File: config.mk
export PLATFORM = sky130hd
export DESIGN_NAME = serial_fa_ctrl
export DESIGN_NICKNAME = d
export VERILOG_FILES = /design/src/rtl/serial_fa_ctrl.sv
export SDC_FILE = /design/constraint.sdc
export NUM_CORES = 1
export LEC_CHECK = 0
export BUFFER_PORTS_ARGS = -buffer_cell sky130_fd_sc_hd__buf_2
export CELL_PAD_IN_SITES_DETAIL_PLACEMENT = 1
export CELL_PAD_IN_SITES_GLOBAL_PLACEMENT = 2
export CORE_ASPECT_RATIO = 0.9
export CORE_MARGIN = 8
export CORE_UTILIZATION = 37
export CTS_BUF_LIST = sky130_fd_sc_hd__clkbuf_8
export DETAILED_ROUTE_END_ITERATION = 8
export PLACE_DENSITY_LB_ADDON = 0.1
export SETUP_SLACK_MARGIN = 0.2
export SLEW_MARGIN = 20
export SYNTH_ARGS = -nofsm -noshare
export SYNTH_HDL_FRONTEND = slang
export SYNTH_HIERARCHICAL = 1
export SYNTH_SLANG_ARGS = --single-unit
File: constraint.sdc
create_clock -name clk -period 3.31 [get_ports clk]
set_clock_uncertainty 0.15 [all_clocks]
set_input_delay 0.662 -clock clk [delete_from_list [all_inputs] [get_ports clk]]
set_output_delay 0.662 -clock clk [all_outputs]
set_load 0.02 [all_outputs]
File: src/rtl/serial_fa_ctrl.sv
// rtl/serial_fa_ctrl.sv - bit-serial add/subtract controller around a shared one-bit full-adder cell
// One operand pair is processed LSB-first, one bit per cycle, with a registered carry.

module fa_cell (
   input  logic a,
   input  logic b,
   input  logic ci,
   output logic s,
   output logic co
);

   assign s  = a ^ b ^ ci;
   assign co = (a & b) | (ci & (a ^ b));

endmodule

module serial_fa_ctrl #(
   parameter int WIDTH = 8
) (
   input  logic             clk,
   input  logic             rst_n,
   input  logic             in_valid,
   output logic             in_ready,
   input  logic [WIDTH-1:0] op_a,
   input  logic [WIDTH-1:0] op_b,
   input  logic             sub,
   input  logic             cin,
   output logic             out_valid,
   input  logic             out_ready,
   output logic [WIDTH-1:0] result,
   output logic             cout,
   output logic             ovf
);

   localparam int CW = (WIDTH > 1) ? $clog2(WIDTH) : 1;
   localparam logic [CW-1:0] LAST_BIT = CW'(WIDTH - 1);

   localparam logic [1:0] S_IDLE = 2'd0;
   localparam logic [1:0] S_RUN  = 2'd1;
   localparam logic [1:0] S_DONE = 2'd2;

   logic [1:0]       state;
   logic [WIDTH-1:0] a_sh;
   logic [WIDTH-1:0] b_sh;
   logic [WIDTH-1:0] res_sh;
   logic             carry_reg;
   logic             c_msb_in;
   logic [CW-1:0]    cnt;
   logic             cell_s;
   logic             cell_c;

   fa_cell u_cell (
      .a  (a_sh[0]),
      .b  (b_sh[0]),
      .ci (carry_reg),
      .s  (cell_s),
      .co (cell_c)
   );

   always_ff @(posedge clk or negedge rst_n) begin
      if (!rst_n) begin
         state     <= S_IDLE;
         a_sh      <= '0;
         b_sh      <= '0;
         res_sh    <= '0;
         carry_reg <= 1'b0;
         c_msb_in  <= 1'b0;
         cnt       <= '0;
      end else begin
         case (state)
            S_IDLE: begin
               if (in_valid) begin
                  // subtract is A + ~B + 1, so cin is replaced by the forced 1
                  a_sh      <= op_a;
                  b_sh      <= sub ? ~op_b : op_b;
                  carry_reg <= sub ? 1'b1 : cin;
                  cnt       <= '0;
                  state     <= S_RUN;
               end
            end
            S_RUN: begin
               res_sh    <= {cell_s, res_sh[WIDTH-1:1]};
               a_sh      <= a_sh >> 1;
               b_sh      <= b_sh >> 1;
               carry_reg <= cell_c;
               if (cnt == LAST_BIT) begin
                  // carry into the MSB, needed for the overflow decode in DONE
                  c_msb_in <= carry_reg;
                  state    <= S_DONE;
               end else begin
                  cnt <= cnt + 1'b1;
               end
            end
            S_DONE: begin
               if (out_ready) begin
                  state <= S_IDLE;
               end
            end
            default: state <= S_IDLE;
         endcase
      end
   end

   assign in_ready  = (state == S_IDLE);
   assign out_valid = (state == S_DONE);
   assign result    = res_sh;
   assign cout      = carry_reg;
   assign ovf       = c_msb_in ^ carry_reg;

endmodule

Yosys cells after proc, flatten, opt, wreduce, memory -nomap -nowiden
Cells that the tools add are included.
{"block": "totals", "register_bits": 31, "output_inout_bits": 12}
{"block": "op_classes", "add_sub_neg": 1, "n_eq_ne": 7, "n_mux": 15, "bitwise_logic": 7, "n_reduce_logical": 6}
{"op": "8-bit one-hot mux with 2 select lines", "count": 2}
{"op": "8-bit two-way mux", "count": 3}
{"op": "8-bit NOT", "count": 1}
{"op": "2-bit two-way mux", "count": 3}
{"op": "3-bit two-way mux", "count": 2}
{"op": "2-bit != test, second input constant", "count": 3}
{"op": "2-bit one-hot mux with 3 select lines", "count": 1}
{"op": "3-bit one-hot mux with 2 select lines", "count": 1}
{"op": "3-bit AND reduction", "count": 2}
{"op": "2-bit AND reduction", "count": 2}
{"op": "3-bit by 1-bit adder with 3-bit output, second input constant", "count": 1}
{"op": "3-bit equality test, second input constant", "count": 1}
{"op": "1-bit XOR", "count": 3}
{"op": "1-bit AND", "count": 2}
{"op": "2-bit by 1-bit equality test with 1-bit output, second input constant", "count": 1}
{"op": "2-bit equality test, second input constant", "count": 1}
{"op": "2-bit zero test", "count": 1}
{"op": "1-bit two-way mux", "count": 2}
{"op": "2-bit by 1-bit != test with 1-bit output, second input constant", "count": 1}
{"op": "1-bit one-hot mux with 2 select lines", "count": 1}
{"op": "2-bit nonzero test", "count": 1}
{"op": "1-bit OR", "count": 1}

Depth between registers and ports, before layout
Gate-level depths: netlist (run 1).
{"block": "logic_depth", "ltp_word": 4, "mapped_depth": 5}

Hierarchy
Netlist (run 1), hierarchy kept.
{"mod": "serial_fa_ctrl", "n_inst": 1, "cells_per_inst": 139, "area_per_inst_um2": 1436.4, "seq_area_each_um2": 775.7}
{"mod": "fa_cell", "n_inst": 1, "cells_per_inst": 1, "area_per_inst_um2": 20.0, "seq_area_each_um2": 0.0}

Worst setup path before layout (run 1)
Ideal clock, no wire load.
{"block": "synth_timing", "path_kind": "reg-to-output", "start": "register carry_reg, in the netlist cout", "end": "output ovf", "arrival_ns": 0.898, "slack_ns": 1.600, "path_stages_with_launch": 2, "cell_sequence": "dfrtp_1 -> xor2_1"}
{"block": "synth_via", "elab_chain_len": 1}
{"element": "from (decl)", "line_no": "46", "source": "logic carry_reg;"}
{"element": "from (signal assigned)", "line_no": "76", "source": "carry_reg <= sub ? 1'b1 : cin;"}
{"element": "from (signal assigned)", "line_no": "85", "source": "carry_reg <= cell_c;"}
{"element": "1-bit XOR", "line_no": "108", "source": "assign ovf = c_msb_in ^ carry_reg;"}
{"element": "to (decl)", "line_no": "32", "source": "output logic ovf"}
Every way passes these cells.

Final worst setup path (run 1)
{"block": "layout_timing", "start": "register state[0]", "end": "output out_valid"}
{"block": "layout_via", "elab_chain_len": 1}
{"element": "from (decl)", "line_no": "42", "source": "logic [1:0] state;"}
{"element": "from (signal assigned)", "line_no": "62", "source": "state <= S_IDLE;"}
{"element": "from (signal assigned)", "line_no": "78", "source": "state <= S_RUN;"}
{"element": "from (signal assigned)", "line_no": "89", "source": "state <= S_DONE;"}
{"element": "2-bit equality test", "line_no": "105", "source": "assign out_valid = (state == S_DONE);"}
{"element": "to (decl)", "line_no": "28", "source": "output logic out_valid,"}
Every way passes these cells.

==> impl_metrics.toml, run 1 <==
[run_status]
status = "finished clean"

[logic_synthesis]
synthSimpleGateAreaFrac_pct = 14.43
synth_top_family_by_area = "simple AND/OR/NAND/NOR gates"
netlist_instances = 140
synth_edf_count = 0
synthFlopType = "dfrtp_1"
synthMuxAreaShare_pct = 6.615
synth_area_per_cell_um2 = 10.40
postSynth.asyncResetShare_pct = 100.0
synth-adder-area-share_pct = 3.093
synth_warnings = 6
yosysSeqAreaShare_pct = 53.26
synth-xor-area-share_pct = 5.412
synth_seq_cells = 31
synth-compound-area-share_pct = 12.20
syn-num-nets = 165
synth_cell_types = 29
syn_area_um2 = 1456

[critical_path]
r2r_cells = 4
worst-path-max-fanout = 8
crit_type = "flop to primary output"
crit_path_end_kind = "primary output"
worstPathRequired_ns = 2.50
arrival_ns = 1.25
critPathLaunchType = "flop"

[cells_and_area]
mostFrequentLayoutCells = "nand2_1, buf_2, dfrtp_1"
fin_util_pct = 45.89
design_area_um2 = 1724
fin_nets = 199
area_growth_pct = 18.38
n_antenna_cell = 0
fillers = 438
drive_gt1_share_pct = 27.01
final_common_cell = "nand2_1"

[cts]
cts-htree-levels = 2
cts_buffers = 5
clock_path_buffers = 2
cts-root-buf = "clkbuf_8"
path_clk_slew_ns = 0.06
postCtsResizedCells = 0
cts_setup_buffers = 0
holdBufCountCts = 0
cts_tree = "built"
clk_latency_ns = 0.28
cts_sinks = 31

[sta]
finalCritPeriodShare_pct = 62.40
fmax_ghz = 0.4842
min_period_ns = 2.065
slew_viol_final = 0
slew_headroom_pct = 45.60
hold_viol = 0
setup-violations-final = 0
setup_slack_ns = 1.245
hold_ws_ns = 0.2809
rsz0062_at_grt = "false"
worst_pin_slew_ns = 0.8160
fin_tns_setup_ns = 0

[floorplan]
dieArea_um2 = 6202
io_pins = 34
die_x_um = 82.13
core_um2 = 3757
fp-row-count = 21
fp.dieH_um = 75.52
start_util_pct = 38.76

[routing]
first_pass_iters = 4
drc = 0
via_per_inst = 4.864
drt_wl_total_um = 3333
wl_per_cell_um = 15.15
drt-initial-drc-count = 68
vias = 1070
ant_nets = 0

[pwr]
p_per_area_nw_per_um2 = 1013
vdd_ir_drop_max_mv = 0.3432
leakagePower_nw = 0.8762

[global_routing]
grt_pass1_wl_um = 5520
grt_usage_pct = 11.73
antenna_found_initial = 0
overflow = 0
grt_start_max_net_pins = 32
grt_pass1_vias = 1162

[worst_hold_path]
hp-class = "input pin to asynchronous set/reset pin"

[placement]
io_buffers = 33
pre_cts_slack_ns = 1.270
placed_area_um2 = 1637
hpwl_um = 2517
gp_congestion = 0.7324

[job]
maxCapViolations = 0
per-layer routing:
metal | vias up | track usage, % | wire [µm]
li1 | 533 | - | -
met1 | 505 | 14.92 | 1550
met2 | 28 | 17.78 | 1505
met3 | 4 | 4.127 | 257
met4 | 0 | 4.669 | 20
met5 | - | 0 | 0
kinds of logic (layout without fill, tap and decap cells):
| logic type | count (synthesis) | count (layout) |
|---|---|---|
| flip-flops | 31 | 31 |
| adder cells (fa/ha/maj) | 3 | 3 |
| buffers and inverters | 11 | 45 |
| XOR/XNOR | 9 | 9 |
| AND/OR/NAND/NOR | 51 | 51 |
| multiplexers | 9 | 9 |
| AO/OA/AOI/OAI | 26 | 26 |
final timing paths:
| kind | to | start | slack, ns |
|---|---|---|---|
| max in group asynchronous | b_sh[6]$_DFFE_PN0P_ | rst_n | 2.27 |
| min in group clk | result[0]$_DFFE_PN0N_ | result[0]$_DFFE_PN0N_ | 0.32 |
| min reg2reg | result[0]$_DFFE_PN0N_ | result[0]$_DFFE_PN0N_ | 0.32 |
| max reg2reg | c_msb_in$_DFFE_PN0P_ | state[0]$_DFFE_PN0P_ | 1.26 |
| max | out_valid | state[0]$_DFFE_PN0P_ | 1.24 |
| min | a_sh[5]$_DFFE_PN0P_ | rst_n | 0.28 |
cells in the mapped netlist (2+ instances only):
cell type | n | area [µm²]
a221o_1 | 3 | 30.03
a22o_1 | 2 | 17.52
buf_2 | 4 | 20.02
buf_6 | 3 | 33.78
dfrtp_1 | 31 | 775.7
ha_1 | 2 | 25.02
inv_1 | 3 | 11.26
mux2i_1 | 7 | 70.07
nand2_1 | 38 | 142.6
nand2b_1 | 3 | 18.77
nor2_1 | 6 | 22.52
o21ai_0 | 4 | 20.02
o21ai_1 | 8 | 40.04
o22ai_1 | 4 | 25.02
xnor2_1 | 4 | 35.03
xor2_1 | 5 | 43.79
stage by stage:
step	instances	power [mW]
after floorplan	140	1.275
after global placement	213	1.424
after detailed placement	213	1.481
after CTS	220	1.788
after global routing	220	1.903
final	220	1.747
where the power goes:
group	total, mW	switching [mW]	internal (mW)
logic	0.772	0.454	0.318
clock network	0.297	0.134	0.163
registers	0.678	0.121	0.557
total	1.75	0.709	1.04
registers in the layout, summed over array words and instances (netlist names):
name and cells:
result 8, cnt 3, a_sh 8, cout 1
b_sh 8, state 2, c_msb_in 1
cell type report:
| class | count | area (µm²) | area share (%) |
|---|---|---|---|
| clock buffer | 6 | 82.58 | 4.790 |
| tap | 46 | 57.56 | 3.338 |
| timing repair buffer | 35 | 180.2 | 10.45 |
| multi-input combinational | 98 | 611.8 | 35.49 |
| sequential | 31 | 775.7 | 44.99 |
| inverter | 3 | 11.26 | 0.6531 |
| clock inverter | 1 | 5.005 | 0.2903 |
critical path, stage by stage, from the launching register on:
cell and delay (ns):
dfrtp_1 0.46, inv_1 0.19, nand2_1 0.11, inv_1 0.06
buf_2 0.16
Power figures use the tool's default switching activity.
==> inputs of run 2 (changes only) <==
--- a/config.mk
+++ b/config.mk
@@ -5,12 +5,13 @@
 export SDC_FILE = /design/constraint.sdc
 export NUM_CORES = 1
 export LEC_CHECK = 0
+export ABC_AREA = 1
 export BUFFER_PORTS_ARGS = -buffer_cell sky130_fd_sc_hd__buf_2
 export CELL_PAD_IN_SITES_DETAIL_PLACEMENT = 1
 export CELL_PAD_IN_SITES_GLOBAL_PLACEMENT = 2
 export CORE_ASPECT_RATIO = 0.9
 export CORE_MARGIN = 8
-export CORE_UTILIZATION = 37
+export CORE_UTILIZATION = 28
 export CTS_BUF_LIST = sky130_fd_sc_hd__clkbuf_8
 export DETAILED_ROUTE_END_ITERATION = 8
 export PLACE_DENSITY_LB_ADDON = 0.1
==> constraint.sdc (replaced) <==
create_clock -name clk -period 1.9 [get_ports clk]
set_clock_uncertainty 0.15 [all_clocks]
set_input_delay 0.38 -clock clk [delete_from_list [all_inputs] [get_ports clk]]
set_output_delay 0.38 -clock clk [all_outputs]
set_load 0.02 [all_outputs]
==> run 2 against run 1 <==
Against the previous run: sequential cell count is the same; die area increased by 36%; worst hold slack lost 0.15 ns; sequential power rose by 73%; critical path depth is 1 lower; synthesized cell count up 54%; wire length up 24%; setup slack lost 1.0 ns; first-iteration DRC count is 63% lower; clock power grew 130%.
==> impl_metrics.toml, run 2 <==
[run_status]
status = "finished clean"

[logic_synthesis]
synth_seq_cells = 31
postSynth.asyncResetShare_pct = 100.0
synthFlopType = "dfrtp_1"
netlist_instances = 215
synth_top_area_share_pct = 48.36
yosysSeqAreaShare_pct = 48.36
yosys-top-cells-area = "dfrtp_1, nand2_1, nand3_1"
synth_area_per_cell_um2 = 7.461
yosys.area.top_type = "dfrtp_1"
syn-num-nets = 240
yosys-top-cells-count = "nand2_1, dfrtp_1, nand3_1"
synth_cell_types = 19
synth.most_common_cell = "nand2_1"
syn_area_um2 = 1604
synth_edf_count = 0
synth_warnings = 6

[cts]
cts-htree-levels = 2
cts_tree = "built"
cts-root-buf = "clkbuf_8"
clock_path_buffers = 2
cts_buffers = 5
cts_sinks = 31
clk_latency_ns = 0.29
path_clk_slew_ns = 0.06
cts_setup_buffers = 0

[global_routing]
overflow = 0
antenna_found_initial = 0
grt_start_max_net_pins = 32
grt_pass1_wl_um = 7424
grt_usage_pct = 11.38
grt_pass1_vias = 1558

[sta]
fin_tns_setup_ns = 0
min_period_ns = 1.651
hold_viol = 0
slew_viol_final = 0
worst_pin_slew_ns = 0.4148
setup-violations-final = 0
finalCritPeriodShare_pct = 86.90
fmax_ghz = 0.6056
rsz0062_at_grt = "true"
slew_headroom_pct = 72.35

[critical_path]
crit_path_end_kind = "primary output"
crit_type = "flop to primary output"
worst-path-max-fanout = 14
worstPathRequired_ns = 1.37
critPathLaunchType = "flop"
r2r-start = "state[1]$_DFFE_PN0P_"
arrival_ns = 1.12
cp-startpoint = "state[1]$_DFFE_PN0P_"

[worst_hold_path]
hp-class = "input pin to flop"
hold_start = "out_ready"

[pwr]
clkPwrFrac_pct = 21.0
vdd_ir_drop_max_mv = 0.4932
p_int_mw = 1.887
p_per_area_nw_per_um2 = 1659
power_frac_seq_pct = 36.0
power_switching_mw = 1.379
swShare_pct = 42.22
leakagePower_nw = 1.106
p_comb_share_pct = 43.1

[cells_and_area]
fin_nets = 278
final_common_cell = "nand2_1"
mostFrequentLayoutCells = "nand2_1, buf_2, dfrtp_1"
fillers = 712
area_growth_pct = 22.78
n_antenna_cell = 0
design_area_um2 = 1969
drive_gt1_share_pct = 20.87

[routing]
ant_nets = 0
via_per_inst = 4.343
drt_wl_total_um = 4146
first_pass_iters = 4
wl_per_cell_um = 12.80
drt-initial-drc-count = 25
drc = 0
vias = 1407

[floorplan]
io_pins = 34
fp-row-count = 26
dieArea_um2 = 8410
start_util_pct = 28.67
fp.dieH_um = 87.81
die_x_um = 95.78
core_um2 = 5595

[placement]
gp_congestion = 0.6816
io_buffers = 33
hpwl_um = 2995
placed_area_um2 = 1831

[job]
maxCapViolations = 0
==> run 2: changes by cell type after synthesis, moves of 7 or more <==
| cell | change |
|---|---|
| mux2i_1 | -7 |
| inv_1 | +16 |
| nand2_1 | +63 |
| o21ai_1 | -7 |
| nor2_1 | +8 |
| nand3_1 | +22 |
==> run 2: what timing repair did <==
item                                    CTS  global route
hold buffers                              1             0
hold endpoints to repair                 31             0
endpoints found under the setup margin    2             1
resized for setup                         3             1
==> run 2: path summary, 6_finish.rpt <==
path                       cells after the start                     to  slack, ns
setup reg to reg                               6   c_msb_in$_DFFE_PN0P_       0.42
hold / removal                                 2   state[1]$_DFFE_PN0P_       0.13
min in group asynchronous                      3  result[1]$_DFFE_PN0N_       0.49
setup / recovery                               3              out_valid       0.25
max in group asynchronous                      3   state[0]$_DFFE_PN0P_       0.77
hold reg to reg                                2    a_sh[7]$_DFFE_PN0P_       0.33
==> run 2: per-stage QoR <==
step | worst slack, ns | util (%) | hold slack, ns | cells | power [mW]
detailed placement | 0.3344 | 32.71 | 0.2866 | 315 | 2.611
global placement | 0.3589 | 32.71 | 0.2843 | 315 | 2.612
CTS | 0.1996 | 35.11 | 0.1169 | 324 | 3.338
floorplan | 0.4188 | - | -0.06559 | 215 | 2.194
finish | 0.2488 | 35.20 | 0.1268 | 324 | 3.267
global route | 0.1881 | 35.20 | 0.1313 | 324 | 3.634
==> run 2: cell families (layout without fill, tap and decap cells) <==
| logic type | Yosys count | count (layout) | synth area share [%] |
|---|---|---|---|
| and+or+nand+nor | 139 | 139 | 34.87 |
| DFF | 31 | 31 | 48.36 |
| buffers and inverters | 30 | 69 | 9.126 |
| AOI/OAI and AO/OA | 11 | 11 | 4.290 |
| adders and majority gates | 3 | 3 | 2.808 |
| xor gates and xnor gates | 1 | 1 | 0.5461 |
==> run 2: cell type report <==
cell class              instances  area (µm²)  share of cell area [%]
inverters                      22       85.08                   4.320
repair buffers                 39       212.7                   10.80
well taps                      70       87.58                   4.447
flip-flops and latches         31       777.0                   39.45
clock buffers                   6       82.58                   4.193
multi-input cells             154       689.4                   35.01
clock inverters                 2       35.03                   1.779
==> run 2: power by group through the flow <==
stage / clock network [mW] / logic, mW / registers, mW
finish: 0.685 / 1.41 / 1.17
global route: 0.749 / 1.66 / 1.23
CTS: 0.711 / 1.45 / 1.18
detailed placement: 0 / 1.43 / 1.18
global placement: 0 / 1.43 / 1.18
floorplan: 0 / 0.973 / 1.22
==> run 2: metal layers <==
metal	vias to the layer above	wire length, µm	track usage [%]
met3	5	227	4.542
met4	0	43	2.929
li1	731	-	-
met1	645	2076	14.74
met2	26	1798	17.12
met5	-	0	0
==> run 2: worst max-delay path, cell delays in order, from the launching register on <==
cell	delay, ns
dfrtp_1	0.43
inv_4	0.12
nor2_1	0.11
buf_2	0.17
